==> config.mk <==
export PLATFORM = sky130hd
export DESIGN_NAME = lfsr_seq_monitor
export DESIGN_NICKNAME = d
export VERILOG_FILES = /design/src/rtl/lfsr_seq_monitor.sv
export SDC_FILE = /design/constraint.sdc
export NUM_CORES = 1
export LEC_CHECK = 0
export ABC_CLOCK_PERIOD_IN_PS = 3200
export CAP_MARGIN = 5
export CORE_ASPECT_RATIO = 1.4
export CORE_MARGIN = 2
export CORE_UTILIZATION = 41
export CTS_BUF_LIST = sky130_fd_sc_hd__clkbuf_4 sky130_fd_sc_hd__clkbuf_8
export CTS_CLUSTER_SIZE = 14
export DETAILED_ROUTE_END_ITERATION = 16
export PLACE_DENSITY = 0.68
export SLEW_MARGIN = 15
export SYNTH_ARGS = -nofsm -noshare
export SYNTH_HDL_FRONTEND = slang
export SYNTH_SLANG_ARGS = --single-unit
export TNS_END_PERCENT = 50
==> constraint.sdc <==
create_clock -name clk -period 3.2 [get_ports clk]
set_clock_uncertainty 0.1 [all_clocks]
set_input_delay 0.64 -clock clk [delete_from_list [all_inputs] [get_ports clk]]
set_output_delay 0.64 -clock clk [all_outputs]
set_load 0.01 [all_outputs]
==> src/rtl/lfsr_seq_monitor.sv <==
// rtl/lfsr_seq_monitor.sv - checker for a 20-bit Fibonacci LFSR stream; optional stuck detector via LFSR_MON_STUCK_EN
module lfsr_seq_monitor #(
  parameter int CNT_W       = 16,
  parameter int STUCK_LIMIT = 4
) (
  input  logic             clk,
  input  logic             rst_n,
  input  logic             clr,
  input  logic             sample_valid,
  input  logic [19:0]      lfsr_in,
  input  logic [19:0]      match_pattern,
  output logic             locked,
  output logic             err,
  output logic [CNT_W-1:0] err_count,
  output logic             match_hit,
  output logic [CNT_W-1:0] match_interval,
  output logic             interval_valid,
  output logic             stuck
);

  typedef enum logic [1:0] {IDLE, TRACK, ERR} state_t;

  localparam logic [CNT_W-1:0] CNT_MAX = '1;
  localparam logic [CNT_W-1:0] CNT_ONE = CNT_W'(1);

  // X^20+X^13+X^9+X^5+1, shifting towards bit 0 with feedback into bit 19
  function automatic logic [19:0] lfsr_next(input logic [19:0] s);
    return {s[15] ^ s[11] ^ s[7] ^ s[0], s[19:1]};
  endfunction

  state_t           state_q, state_d;
  logic [19:0]      pred_q, pred_d;
  logic             locked_q, locked_d;
  logic             err_q, err_d;
  logic [CNT_W-1:0] err_count_q, err_count_d;
  logic             match_hit_q, match_hit_d;
  logic [CNT_W-1:0] match_interval_q, match_interval_d;
  logic             interval_valid_q, interval_valid_d;
  logic [CNT_W-1:0] ivl_cnt_q, ivl_cnt_d;
  logic             have_hit_q, have_hit_d;
  logic [CNT_W-1:0] ivl_inc;

  assign ivl_inc = (ivl_cnt_q == CNT_MAX) ? CNT_MAX : ivl_cnt_q + CNT_ONE;

  // Next-state: seed capture, prediction check with resync, pattern hit and interval tracking
  always_comb begin
    state_d          = state_q;
    pred_d           = pred_q;
    err_d            = err_q;
    err_count_d      = err_count_q;
    match_hit_d      = 1'b0;
    interval_valid_d = 1'b0;
    match_interval_d = match_interval_q;
    ivl_cnt_d        = ivl_cnt_q;
    have_hit_d       = have_hit_q;
    if (clr) begin
      state_d          = IDLE;
      pred_d           = '0;
      err_d            = 1'b0;
      err_count_d      = '0;
      match_interval_d = '0;
      ivl_cnt_d        = '0;
      have_hit_d       = 1'b0;
    end else if (sample_valid) begin
      // Always resync to the observed value so one bad sample yields one error
      pred_d = lfsr_next(lfsr_in);
      case (state_q)
        IDLE: state_d = TRACK;
        default: begin
          if (lfsr_in != pred_q) begin
            err_d   = 1'b1;
            state_d = ERR;
            if (err_count_q != CNT_MAX) err_count_d = err_count_q + CNT_ONE;
          end
        end
      endcase
      if (lfsr_in == match_pattern) begin
        match_hit_d = 1'b1;
        if (have_hit_q) begin
          match_interval_d = ivl_inc;
          interval_valid_d = 1'b1;
        end
        ivl_cnt_d  = '0;
        have_hit_d = 1'b1;
      end else begin
        ivl_cnt_d = ivl_inc;
      end
    end
    locked_d = (state_d != IDLE);
  end

  // FSM and all registered outputs
  always_ff @(posedge clk or negedge rst_n) begin
    if (!rst_n) begin
      state_q          <= IDLE;
      pred_q           <= '0;
      locked_q         <= 1'b0;
      err_q            <= 1'b0;
      err_count_q      <= '0;
      match_hit_q      <= 1'b0;
      match_interval_q <= '0;
      interval_valid_q <= 1'b0;
      ivl_cnt_q        <= '0;
      have_hit_q       <= 1'b0;
    end else begin
      state_q          <= state_d;
      pred_q           <= pred_d;
      locked_q         <= locked_d;
      err_q            <= err_d;
      err_count_q      <= err_count_d;
      match_hit_q      <= match_hit_d;
      match_interval_q <= match_interval_d;
      interval_valid_q <= interval_valid_d;
      ivl_cnt_q        <= ivl_cnt_d;
      have_hit_q       <= have_hit_d;
    end
  end

  assign locked         = locked_q;
  assign err            = err_q;
  assign err_count      = err_count_q;
  assign match_hit      = match_hit_q;
  assign match_interval = match_interval_q;
  assign interval_valid = interval_valid_q;

`ifdef LFSR_MON_STUCK_EN
  localparam int             RUN_W   = $clog2(STUCK_LIMIT + 1);
  localparam logic [RUN_W-1:0] RUN_MAX = RUN_W'(STUCK_LIMIT);
  localparam logic [RUN_W-1:0] RUN_ONE = RUN_W'(1);

  logic [RUN_W-1:0] run_q, run_d;
  logic [19:0]      prev_q, prev_d;
  logic             stuck_q, stuck_d;

  // Run length of identical valid samples; the reset prev of 0 makes a first sample start a run of 1
  always_comb begin
    run_d   = run_q;
    prev_d  = prev_q;
    stuck_d = stuck_q;
    if (clr) begin
      run_d   = '0;
      prev_d  = '0;
      stuck_d = 1'b0;
    end else if (sample_valid) begin
      prev_d = lfsr_in;
      if (lfsr_in == prev_q) run_d = (run_q == RUN_MAX) ? RUN_MAX : run_q + RUN_ONE;
      else                   run_d = RUN_ONE;
      if (run_d == RUN_MAX) stuck_d = 1'b1;
    end
  end

  // Stuck detector registers
  always_ff @(posedge clk or negedge rst_n) begin
    if (!rst_n) begin
      run_q   <= '0;
      prev_q  <= '0;
      stuck_q <= 1'b0;
    end else begin
      run_q   <= run_d;
      prev_q  <= prev_d;
      stuck_q <= stuck_d;
    end
  end

  assign stuck = stuck_q;
`else
  assign stuck = 1'b0;
`endif

endmodule

## Word-level counts from Yosys, hierarchy flattened

Cells that the tools add are included.

| operators by class | value |
|---|---|
| add/subtract/negate cells | 2 |
| equality and inequality tests | 5 |
| mux-type cells | 33 |
| bitwise gates (word level) | 3 |
| reduce and logical (&&, ||, !) cells | 11 |

Operators by type and width:

| operator | count |
|---|---|
| $mux 16 | 13 |
| $mux 20 | 2 |
| $add 16x1->16 const B | 2 |
| $eq 20x20->1 | 1 |
| $ne 20x20->1 | 1 |
| $eq 16x16->1 const B | 1 |
| $ne 16x16->1 const B | 1 |
| $mux 1 | 14 |
| $reduce_bool 2->1 | 6 |
| $mux 2 | 4 |
| $reduce_and 3->1 | 2 |
| $reduce_and 4->1 | 1 |
| $xor 1x1->1 | 3 |
| $logic_not 2->1 | 1 |
| $ne 2x2->1 const B | 1 |
| $reduce_and 2->1 | 1 |

| word-level totals | value |
|---|---|
| register bits after elaboration | 75 |
| input bits | 44 |
| output and inout bits | 37 |
| logic and storage cells | 64 |

## Logic depth before layout (Yosys ltp)

Gate-level depths: netlist (run 1).

| depth | value |
|---|---|
| depth after elaboration | 6 |
| gate-level depth with buffers | 9 |
| mapped depth without buffers | 7 |

## Least setup slack after synthesis (run 1)

OpenSTA, ideal clock, no wires.

| timing | value |
|---|---|
| path type | input -> register |
| start point | input lfsr_in[18] |
| end point | register err_count_q[11], in the netlist err_count[11] |
| setup time | 0.125 ns |
| arrival time | 1.977 ns |
| required time | 2.975 ns |
| path slack | 0.998 ns |
| stages | 7 |
| buffers on the path | 1 |
| cells stage by stage | xor2_1 -> nor4_1 -> nand3_1 -> nor2_1 -> buf_2 -> nand3b_1 -> mux2_2 |

| between the ends | value |
|---|---|
| longest elaborated chain between the ends | 3 |

RTL lines:

| what | line | source |
|---|---|---|
| from (decl) | 10 | `input logic [19:0] lfsr_in,` |
| $ne 20x20->1 | 70 | `if (lfsr_in != pred_q) begin` |
| $reduce_bool 2->1 (no line) | - |  |
| $reduce_and 4->1 (no line) | - |  |
| to (signal assigned) | 110 | `err_count_q <= err_count_d;` |
| to (decl) | 35 | `logic [CNT_W-1:0] err_count_q, err_count_d;` |

No other way between the ends.
A chain may end at the register's enable or synchronous reset.

## Worst setup path in the final report (run 1)

| timing | value |
|---|---|
| start point | input lfsr_in[4] |
| end point | register match_interval_q[11], in the netlist match_interval[11] |

| between the ends | value |
|---|---|
| longest elaborated chain between the ends | 3 |

RTL lines:

| what | line | source |
|---|---|---|
| $eq 20x20->1 | 77 | `if (lfsr_in == match_pattern) begin` |
| $reduce_bool 2->1 (no line) | - |  |
| $reduce_and 3->1 (no line) | - |  |
| to (signal assigned) | 112 | `match_interval_q <= match_interval_d;` |
| to (decl) | 37 | `logic [CNT_W-1:0] match_interval_q, match_interval_d;` |

No other way between the ends.

==> results of run 1 <==
kinds of logic (layout without fill, tap and decap cells):
logic type                 after synthesis  after routing
and+or+nand+nor                        170            170
DFF                                     75             75
xor gates and xnor gates                52             52
AOI/OAI and AO/OA                       49             49
muxes                                   48             48
buffers and inverters                   29            112
adders and majority gates                2              2
other                                    1              1
final cells by class:
class	instances	area, um^2	share of cell area, %
timing repair buffer	90	871	16.3
inverter	6	22.5	0.421
multi-input combinational	322	2240	41.9
clock buffer	13	154	2.88
sequential	75	1880	35.1
clock inverter	3	15.0	0.281
tap	135	169	3.16
worst register-to-register path, cell delays in order (launching register included):
cell,delay [ps]
dfrtp_1,450
ha_1,260
nand2_1,60
nor2_1,50
a31o_1,380
or4_1,570
or3_1,310
a21oi_1,140
per-layer routing:
metal,up-vias,share of wire (%)
met5,-,0
met1,1673,43
met3,7,4.1
met2,88,51
met4,0,1.2
li1,1665,-
worst paths after layout:
path,endpoint,depth (start not counted)
setup / recovery,match_interval[11],8
hold / removal,err_count[8],1
setup reg to reg,err_count[14],7
hold reg to reg,match_interval[4],2
max in group asynchronous,match_interval[12],2
min in group clk,match_interval[4],2
cells in the mapped netlist (2+ instances only):
library cell and instances:
a211oi_1 5, a21oi_1 12, a22o_1 10, a31oi_1 4, and3_1 2, and4_1 3, buf_1 3, buf_2 8
clkbuf_1 11, dfrtp_1 75, ha_1 2, inv_1 5, mux2_2 13, mux2i_1 35, nand2_1 27, nand2b_1 4
nand3_1 12, nand4_1 10, nand4_4 2, nor2_1 58, nor2b_1 14, nor3_1 3, nor3b_1 3, nor4_1 18
o21ai_0 5, o221a_2 3, o31ai_1 2, or3_1 3, or4_1 3, xnor2_1 8, xor2_1 44
stage by stage:
| step | power [mW] | utilization (%) | worst slack (ps) | hold slack (ps) |
|---|---|---|---|---|
| finish | 1.90 | 53.5 | 514 | 165 |
| global placement | 1.25 | 51.8 | 168 | 410 |
| CTS | 1.92 | 53.5 | 514 | 173 |
| global route | 1.97 | 53.5 | 310 | 201 |
| detailed placement | 1.26 | 51.8 | 127 | 417 |
| floorplan | 1.13 | - | 998 | 244 |
sequential cells by signal, indices dropped and copies added, names as in the netlist:
signal and count:
pred_q 20, err_count 16, ivl_cnt_q 16, match_interval 16, state_q 2, err 1
have_hit_q 1, interval_valid 1, locked 1, match_hit 1
power groups by stage:
stage               Sequential [mW]  Combinational [mW]  Clock (mW)
detailed placement             1.01               0.250           0
CTS                           0.989               0.251       0.678
floorplan                      1.00               0.122           0
finish                        0.990               0.246       0.663
global route                  0.992               0.272       0.710
global placement               1.01               0.246           0
==> impl_metrics.tcl, run 1 <==
set metrics [dict create \
    final.setup.tns_ps 0 \
    synth_edf_count 0 \
    synth_area_um2 4240 \
    fmax_mhz 372 \
    synth_xor_area_share_pct 10.7 \
    hold_class "in -> async" \
    syn_avg_cell_area_um2 9.96 \
    cts_setup_buffers 0 \
    die_area_um2 11200 \
    synth-seq-cells 75 \
    std_cell_rows 43 \
    cpPeakStageDelay_ps 480 \
    slew_viol_final 0 \
    netSwitchingFraction_pct 26.5 \
    grtUsageMet1_pct 23.0 \
    clkTransAtPathRegs_ps 80 \
    power_density_nw_per_um2 355 \
    switching_power_mw 0.502 \
    top_usage_layer "met2" \
    synthAdderAreaFrac_pct 0.590 \
    worstPathCellList "clkdlybuf4s50_1 -> xor2_1 -> nor4_1 -> and3_1 -> nand4_4 -> buf_4 -> mux2i_1 -> nor2_1" \
    crit_required_ps 3330 \
    overflow 0 \
    num_io_pins 81 \
    hold_violations 0 \
    grt_first_pass_wirelength_um 17000 \
    nets 550 \
    cp-startpoint "lfsr_in[4]" \
    synth_top_family_by_area "simple AND/OR/NAND/NOR gates" \
    tightest_slew_ps 710 \
    insertion_delay_ps 360 \
    dpl-instance-area_um2 5180 \
    io_buffer_count 79 \
    dr.pass1.iters 4 \
    dp.cells 628 \
    clockPowerShare_pct 34.9 \
    dr.first_iter.drc_count 134 \
    synth_seq_area_share_pct 44.2 \
    drive_above_1_share_pct 11.0 \
    synth_fp_nets 472 \
    yosys.area.top_type "dfrtp_1" \
    ctsResizeCount 0 \
    synth_ff_type "dfrtp_1" \
    numCtsBuffers 9 \
    synthSimpleGateAreaFrac_pct 21.4 \
    r2r-start "err_count[0]" \
    die_height_um 124 \
    fin_crit_ps 2690 \
    power_frac_comb_pct 13.0 \
    power_leakage_nw 2.46 \
    clk_path_buf_depth 2 \
    coreArea_um2 10000 \
    cts_tree "built" \
    cts-htree-levels 3 \
    syn_inst 426 \
    synth_compound_area_share_pct 8.38 \
    end_kind "register" \
    met3_usage_pct 4.11 \
    path_buf_inv 2 \
    regToRegSetupSlack_ps 800 \
    fillers 947 \
    viasPerCell 5.33 \
    finalInstanceArea_um2 5350 \
    cp.arrival_ps 2810 \
    die_w_um 90.0 \
    final_common_cell "clkdlybuf4s50_1" \
    rsz0062_at_grt "no" \
    route.detailed.drc 0 \
    routedWlPerCell_um 15.7 \
    status "complete, no violations" \
    grt_util_met2_pct 32.2 \
    p_seq_share_pct 52.1 \
    area_growth_pct 26.1 \
    period_share_pct 83.9 \
    ctsHoldBuffers 0 \
    critPathKind "in -> reg" \
    routed_wl_um 10100 \
    slew-limit-headroom_pct 52.5 \
    ant_nets 0 \
    start_util_pct 42.4 \
    ir_drop_v 0.000176 \
    grt_max_degree 54 \
    slowest_stage "clkdlybuf4s50_1" \
    grt_use_total_pct 18.7 \
    path_max_fanout 10 \
    root_buffer "clkbuf_8" \
    n_antenna_cell 0 \
    ys_top_cells_by_area "dfrtp_1, xor2_1, mux2i_1" \
    setup_violations 0 \
    synth_warnings 0 \
    power.internal_mw 1.40 \
    cp_top_family "simple AND/OR/NAND/NOR gates" \
    synth_top_area_share_pct 44.2 \
    maxCapViolCount 0 \
    antenna_found_initial 0 \
    synthMuxAreaShare_pct 11.7 \
    gp_congestion 0.826 \
    start_kind "input port" \
    route.vias.total 3433 \
    ys_types 50 \
    mostFrequentLayoutCells "clkdlybuf4s50_1, dfrtp_1, nor2_1" \
    place_hpwl_um 7350 \
    fin_cells 644 \
    cts_num_sinks 75 \
    grt_pass1_vias 3537 \
    async_flop_share_pct 100 \
]
Note: power is estimated with default switching activity, not from simulation.
==> run 2, diff against run 1 <==
--- a/config.mk
+++ b/config.mk
@@ -5,7 +5,7 @@
 export SDC_FILE = /design/constraint.sdc
 export NUM_CORES = 1
 export LEC_CHECK = 0
-export ABC_CLOCK_PERIOD_IN_PS = 3200
+export ABC_CLOCK_PERIOD_IN_PS = 2300
 export CAP_MARGIN = 5
 export CORE_ASPECT_RATIO = 1.4
 export CORE_MARGIN = 2
@@ -13,7 +13,7 @@
 export CTS_BUF_LIST = sky130_fd_sc_hd__clkbuf_4 sky130_fd_sc_hd__clkbuf_8
 export CTS_CLUSTER_SIZE = 14
 export DETAILED_ROUTE_END_ITERATION = 16
-export PLACE_DENSITY = 0.68
+export PLACE_DENSITY = 0.71
 export SLEW_MARGIN = 15
 export SYNTH_ARGS = -nofsm -noshare
 export SYNTH_HDL_FRONTEND = slang
==> constraint.sdc (replaced) <==
create_clock -name clk -period 2.3 [get_ports clk]
set_clock_uncertainty 0.1 [all_clocks]
set_input_delay 0.46 -clock clk [delete_from_list [all_inputs] [get_ports clk]]
set_output_delay 0.46 -clock clk [all_outputs]
set_load 0.01 [all_outputs]
==> run 2 against run 1 <==
Against the previous run: the flow now finishes with violations (hold timing, setup timing); worst setup slack got worse by 520 ps; cell count increased by 5.3%; power grew 58%; die area did not move; sequential power rose by 38%; design area increased by 9.1%; non-clock buffer count up 34; core utilization grew 4.9 points; worst hold slack worse by 180 ps; first-iteration DRC count is 30% higher; routed wire length increased by 1.5%; global-route usage is 0.16 points higher; largest cell class unchanged.
==> impl_metrics.tcl, run 2 (synthesis gave the netlist of run 1 again) <==
set metrics [dict create \
    wl_met2_um 5340 \
    cp.arrival_ps 2460 \
    overflow 0 \
    die_area_um2 11200 \
    gp_congestion 0.827 \
    ctsHoldBuffers 0 \
    power_mw 3.00 \
    wl_met1_um 4270 \
    regToRegSetupSlack_ps 110 \
    num_io_pins 81 \
    dpl-instance-area_um2 5420 \
    cts_tree "built" \
    finalInstanceArea_um2 5840 \
    power_frac_comb_pct 13.1 \
    drive_above_1_share_pct 19.5 \
    rsz0062_at_grt "yes" \
    end_kind "register" \
    maxCapViolCount 0 \
    nets 584 \
    start_kind "input port" \
    switching_power_mw 0.732 \
    die_height_um 124 \
    power_density_nw_per_um2 514 \
    ir_drop_v 0.000360 \
    mostFrequentLayoutCells "dfrtp_1, clkdlybuf4s50_1, nor2_1" \
    start_util_pct 42.4 \
    antenna_found_initial 0 \
    final_common_cell "dfrtp_1" \
    area_growth_pct 37.6 \
    routed_wl_um 10200 \
    routedWlPerCell_um 15.1 \
    dr.first_iter.drc_count 174 \
    netSwitchingFraction_pct 24.4 \
    n_antenna_cell 0 \
    slew_viol_final 0 \
    cts-htree-levels 3 \
    status "finished, violations left" \
    coreArea_um2 10000 \
    hold_class "in -> async" \
    regMostFlops "pred_q" \
    die_w_um 90.0 \
    path_max_fanout 8 \
    hold_slack_ps -12.5 \
    largest_reg_flops 20 \
    cts_num_sinks 75 \
    final.setup.tns_ps -6.96 \
    place_hpwl_um 7570 \
    insertion_delay_ps 370 \
    setup_slack_ps -6.96 \
    route.detailed.drc 0 \
    grt_use_total_pct 18.8 \
    grt_first_pass_wirelength_um 17100 \
    io_buffer_count 79 \
    power.internal_mw 2.27 \
    viasPerCell 5.25 \
    period_share_pct 100 \
    wl_met3_um 406 \
    critPathKind "in -> reg" \
    fin_crit_ps 2310 \
    hold_violations 3 \
    clk_path_buf_depth 2 \
    crit_required_ps 2450 \
    top_layer "met4" \
    p_seq_share_pct 45.8 \
    clockPowerShare_pct 41.0 \
    fmax_mhz 433 \
    std_cell_rows 43 \
    clkTransAtPathRegs_ps 80 \
    ant_nets 0 \
    route.vias.total 3561 \
    dr.pass1.iters 4 \
    setup_violations 1 \
    power_leakage_nw 2.74 \
    violations "hold timing, setup timing" \
    grt_pass1_vias 3511 \
    grt_max_degree 76 \
    numCtsBuffers 9 \
    root_buffer "clkbuf_8" \
]
## run 2: cell types whose count changed in the layout (fill, tap and decap cells not counted), sizes merged
cell / before / now
dlymetal6s2s: 0 / 7
clkinvlp: 0 / 1
clkbuf: 13 / 14
bufinv: 0 / 2
clkdlybuf4s50: 76 / 68
buf: 14 / 47
clkinv: 4 / 1
dlygate4sd2: 0 / 1
## run 2: final cells by class
type	instances	area (um^2)
tap	135	169
fill	882	4170
multi-input combinational	322	2340
sequential	75	1880
clock buffer	13	179
clock inverter	3	67.6
inverter	6	22.5
timing repair buffer	124	1180
## run 2: worst paths after layout
kind                       depth (start not counted)                from            endpoint
setup / recovery                                   9          lfsr_in[3]        err_count[5]
hold / removal                                     2               rst_n           pred_q[3]
setup reg to reg                                   6        err_count[3]       err_count[15]
hold reg to reg                                    2  match_interval[12]  match_interval[12]
max in group asynchronous                          2               rst_n          pred_q[11]
min in group clk                                   3          lfsr_in[1]           pred_q[0]
## run 2: worst max-delay path: stages
cell and delay, ps:
clkdlybuf4s50_1 440, buf_4 150, xor2_1 140, nor4_1 280
nand3_1 160, buf_4 180, o21ai_4 270, nor4_2 100
mux2_2 280
## run 2: layer usage
| layer | global-route usage, % | vias to the layer above |
|---|---|---|
| met5 | 0 | - |
| met4 | 7.15 | 0 |
| met3 | 3.75 | 17 |
| met2 | 32.2 | 87 |
| met1 | 23.5 | 1730 |
| li1 | - | 1727 |
## run 2: power by group through the flow
stage	logic (mW)	clock network, mW	registers (mW)
after floorplan	0.169	0	1.40
after global placement	0.373	0	1.40
after detailed placement	0.381	0	1.40
after CTS	0.390	1.26	1.37
after global routing	0.432	1.32	1.38
final	0.394	1.23	1.37
## run 2: through the flow
step	setup WS, ps	instances	hold slack (ps)	util (%)
2_1_floorplan	158	426	64.4	-
3_3_place_gp	-498	658	411	54.2
3_5_place_dp	-549	658	418	54.2
4_1_cts	0.800	675	22.2	57.1
5_1_grt	-66.3	678	30.7	58.3
6_report	-6.96	678	-12.5	58.3
## run 2: repair_timing
| action | 4_1_cts | 5_1_grt |
|---|---|---|
| endpoints found under the setup margin | 28 | 31 |
| gates resized for setup | 9 | 19 |
| cloned | 0 | 1 |
| pin swaps | 3 | 9 |
| setup buffers | 1 | 2 |
==> run 3, diff against run 2 <==
--- a/config.mk
+++ b/config.mk
@@ -13,7 +13,7 @@
 export CTS_BUF_LIST = sky130_fd_sc_hd__clkbuf_4 sky130_fd_sc_hd__clkbuf_8
 export CTS_CLUSTER_SIZE = 14
 export DETAILED_ROUTE_END_ITERATION = 16
-export PLACE_DENSITY = 0.71
+export PLACE_DENSITY = 0.64
 export SLEW_MARGIN = 15
 export SYNTH_ARGS = -nofsm -noshare
 export SYNTH_HDL_FRONTEND = slang
==> run 3 against run 2 <==
Against the previous run: combinational power about the same; cell count is 0.15% higher; first-iteration DRC count decreased by 22%; routed wire length is 2.1% higher; critical endpoint is now match_interval[13]; flip-flop and latch count unchanged; clock-buffer cell count fell by 3; the run now ends clean; worst hold slack gained 290 ps.
==> impl_metrics.tcl, run 3 (synthesis gave the netlist of run 1 again) <==
set metrics [dict create \
    status "complete, no violations" \
    post-route-util_pct 58.9 \
    cts_tree "built" \
    insertion_delay_ps 370 \
    die_height_um 124 \
    min_from "clr" \
    hold_class "in -> reg" \
    ir_drop_v 0.000347 \
    critPathKind "in -> reg" \
    maxCapViolCount 0 \
    antenna_found_initial 0 \
    hold_violations 0 \
    drive_above_1_share_pct 20.2 \
    ant_nets 0 \
    min_to "have_hit_q" \
    num_io_pins 81 \
    netSwitchingFraction_pct 24.9 \
    gp_congestion 0.829 \
    multi_input_area_um2 2390 \
    viasPerCell 5.28 \
    start_kind "input port" \
    slew_viol_final 0 \
    n_antenna_cell 0 \
    regMostFlops "pred_q" \
    crit_required_ps 2470 \
    clkTransAtPathRegs_ps 80 \
    cts_num_sinks 75 \
    mostFrequentLayoutCells "dfrtp_1, clkdlybuf4s50_1, nor2_1" \
    path_max_fanout 7 \
    power_frac_comb_pct 13.0 \
    p_seq_share_pct 45.1 \
    area_growth_pct 38.9 \
    std_cell_rows 43 \
    final_common_cell "dfrtp_1" \
    seq_area_um2 1880 \
    power_leakage_nw 2.80 \
    route.detailed.drc 0 \
    routedWlPerCell_um 15.4 \
    power.internal_mw 2.29 \
    overflow 0 \
    dpl-instance-area_um2 5400 \
    numCtsBuffers 9 \
    routed_wl_um 10500 \
    dr.first_iter.drc_count 136 \
    grt_use_total_pct 19.2 \
    fillers 889 \
    largest_reg_flops 20 \
    fmax_mhz 439 \
    grt_max_degree 42 \
    r2r-start "err_count[4]" \
    place_hpwl_um 7570 \
    dr.pass1.iters 4 \
    start_util_pct 42.4 \
    regToRegSetupSlack_ps 150 \
    end_kind "register" \
    clockPowerShare_pct 41.9 \
    nets 585 \
    setup_violations 0 \
    grt_first_pass_wirelength_um 17500 \
    rsz0062_at_grt "yes" \
    rr_endpoint "err_count[15]" \
    root_buffer "clkbuf_8" \
    cts-htree-levels 3 \
    cp-startpoint "lfsr_in[12]" \
    cp.arrival_ps 2440 \
    grt_pass1_vias 3576 \
    period_share_pct 99.0 \
    power_density_nw_per_um2 518 \
    die_w_um 90.0 \
    fin_crit_ps 2280 \
    hold_depth 2 \
    coreArea_um2 10000 \
    die_area_um2 11200 \
    switching_power_mw 0.761 \
    route.vias.total 3582 \
    finalInstanceArea_um2 5890 \
    clk_path_buf_depth 2 \
    io_buffer_count 79 \
    r2r_cells 6 \
]
[run 3: repair_timing]
action | CTS | global route
setup buffers | 0 | 5
hold endpoints to repair | 34 | 0
pin swaps | 3 | 9
hold buffers | 1 | 0
gates resized for setup | 10 | 31
setup endpoints to repair | 28 | 37
[run 3: metal layers]
metal / up-vias / global-route usage [%] / wire length [um]
met1: 1768 / 23.8 / 4580
met4: 0 / 8.14 / 157
met3: 11 / 3.09 / 338
li1: 1731 / - / -
met5: - / 0 / 0
met2: 72 / 33.1 / 5380
[run 3: critical path, cell delays in order]
cell             delay [ps]
clkdlybuf4s50_1         490
xor2_1                  210
nor4_2                  310
and3_4                  290
nand4_4                 210
buf_4                   220
a211oi_1                250
[run 3: final cells by class]
| class | count | area share [%] |
|---|---|---|
| Clock buffer | 10 | 2.34 |
| Clock inverter | 6 | 1.91 |
| Inverter | 6 | 0.382 |
| Multi-Input combinational cell | 322 | 40.5 |
| Sequential cell | 75 | 31.9 |
| Tap cell | 135 | 2.87 |
| Timing Repair Buffer | 125 | 20.1 |
[run 3: worst max path at each step]
stage	end	depth (start not counted)
2_1_floorplan	err_count[14]	7
3_3_place_gp	match_interval[9]	8
3_5_place_dp	match_interval[2]	8
4_1_cts	err_count[11]	8
5_1_grt	match_interval[14]	8
6_report	match_interval[13]	7
[run 3: power by group through the flow]
stage	combinational (mW)	sequential (mW)	clock, mW
6_report	0.397	1.37	1.28
5_1_grt	0.436	1.38	1.36
3_3_place_gp	0.376	1.40	0
4_1_cts	0.390	1.37	1.31
3_5_place_dp	0.381	1.40	0
2_1_floorplan	0.169	1.40	0
[run 3: stage by stage]
stage | total power, mW | hold slack [ps] | setup slack [ps] | instances | TNS, ps
CTS | 3.07 | 247 | -31.5 | 674 | -173
global placement | 1.77 | 352 | -549 | 657 | -22300
finish | 3.05 | 279 | 21.9 | 679 | 0
detailed placement | 1.78 | 363 | -544 | 657 | -21160
floorplan | 1.57 | 64.4 | 158 | 426 | 0
global route | 3.17 | 297 | -57.6 | 679 | -627
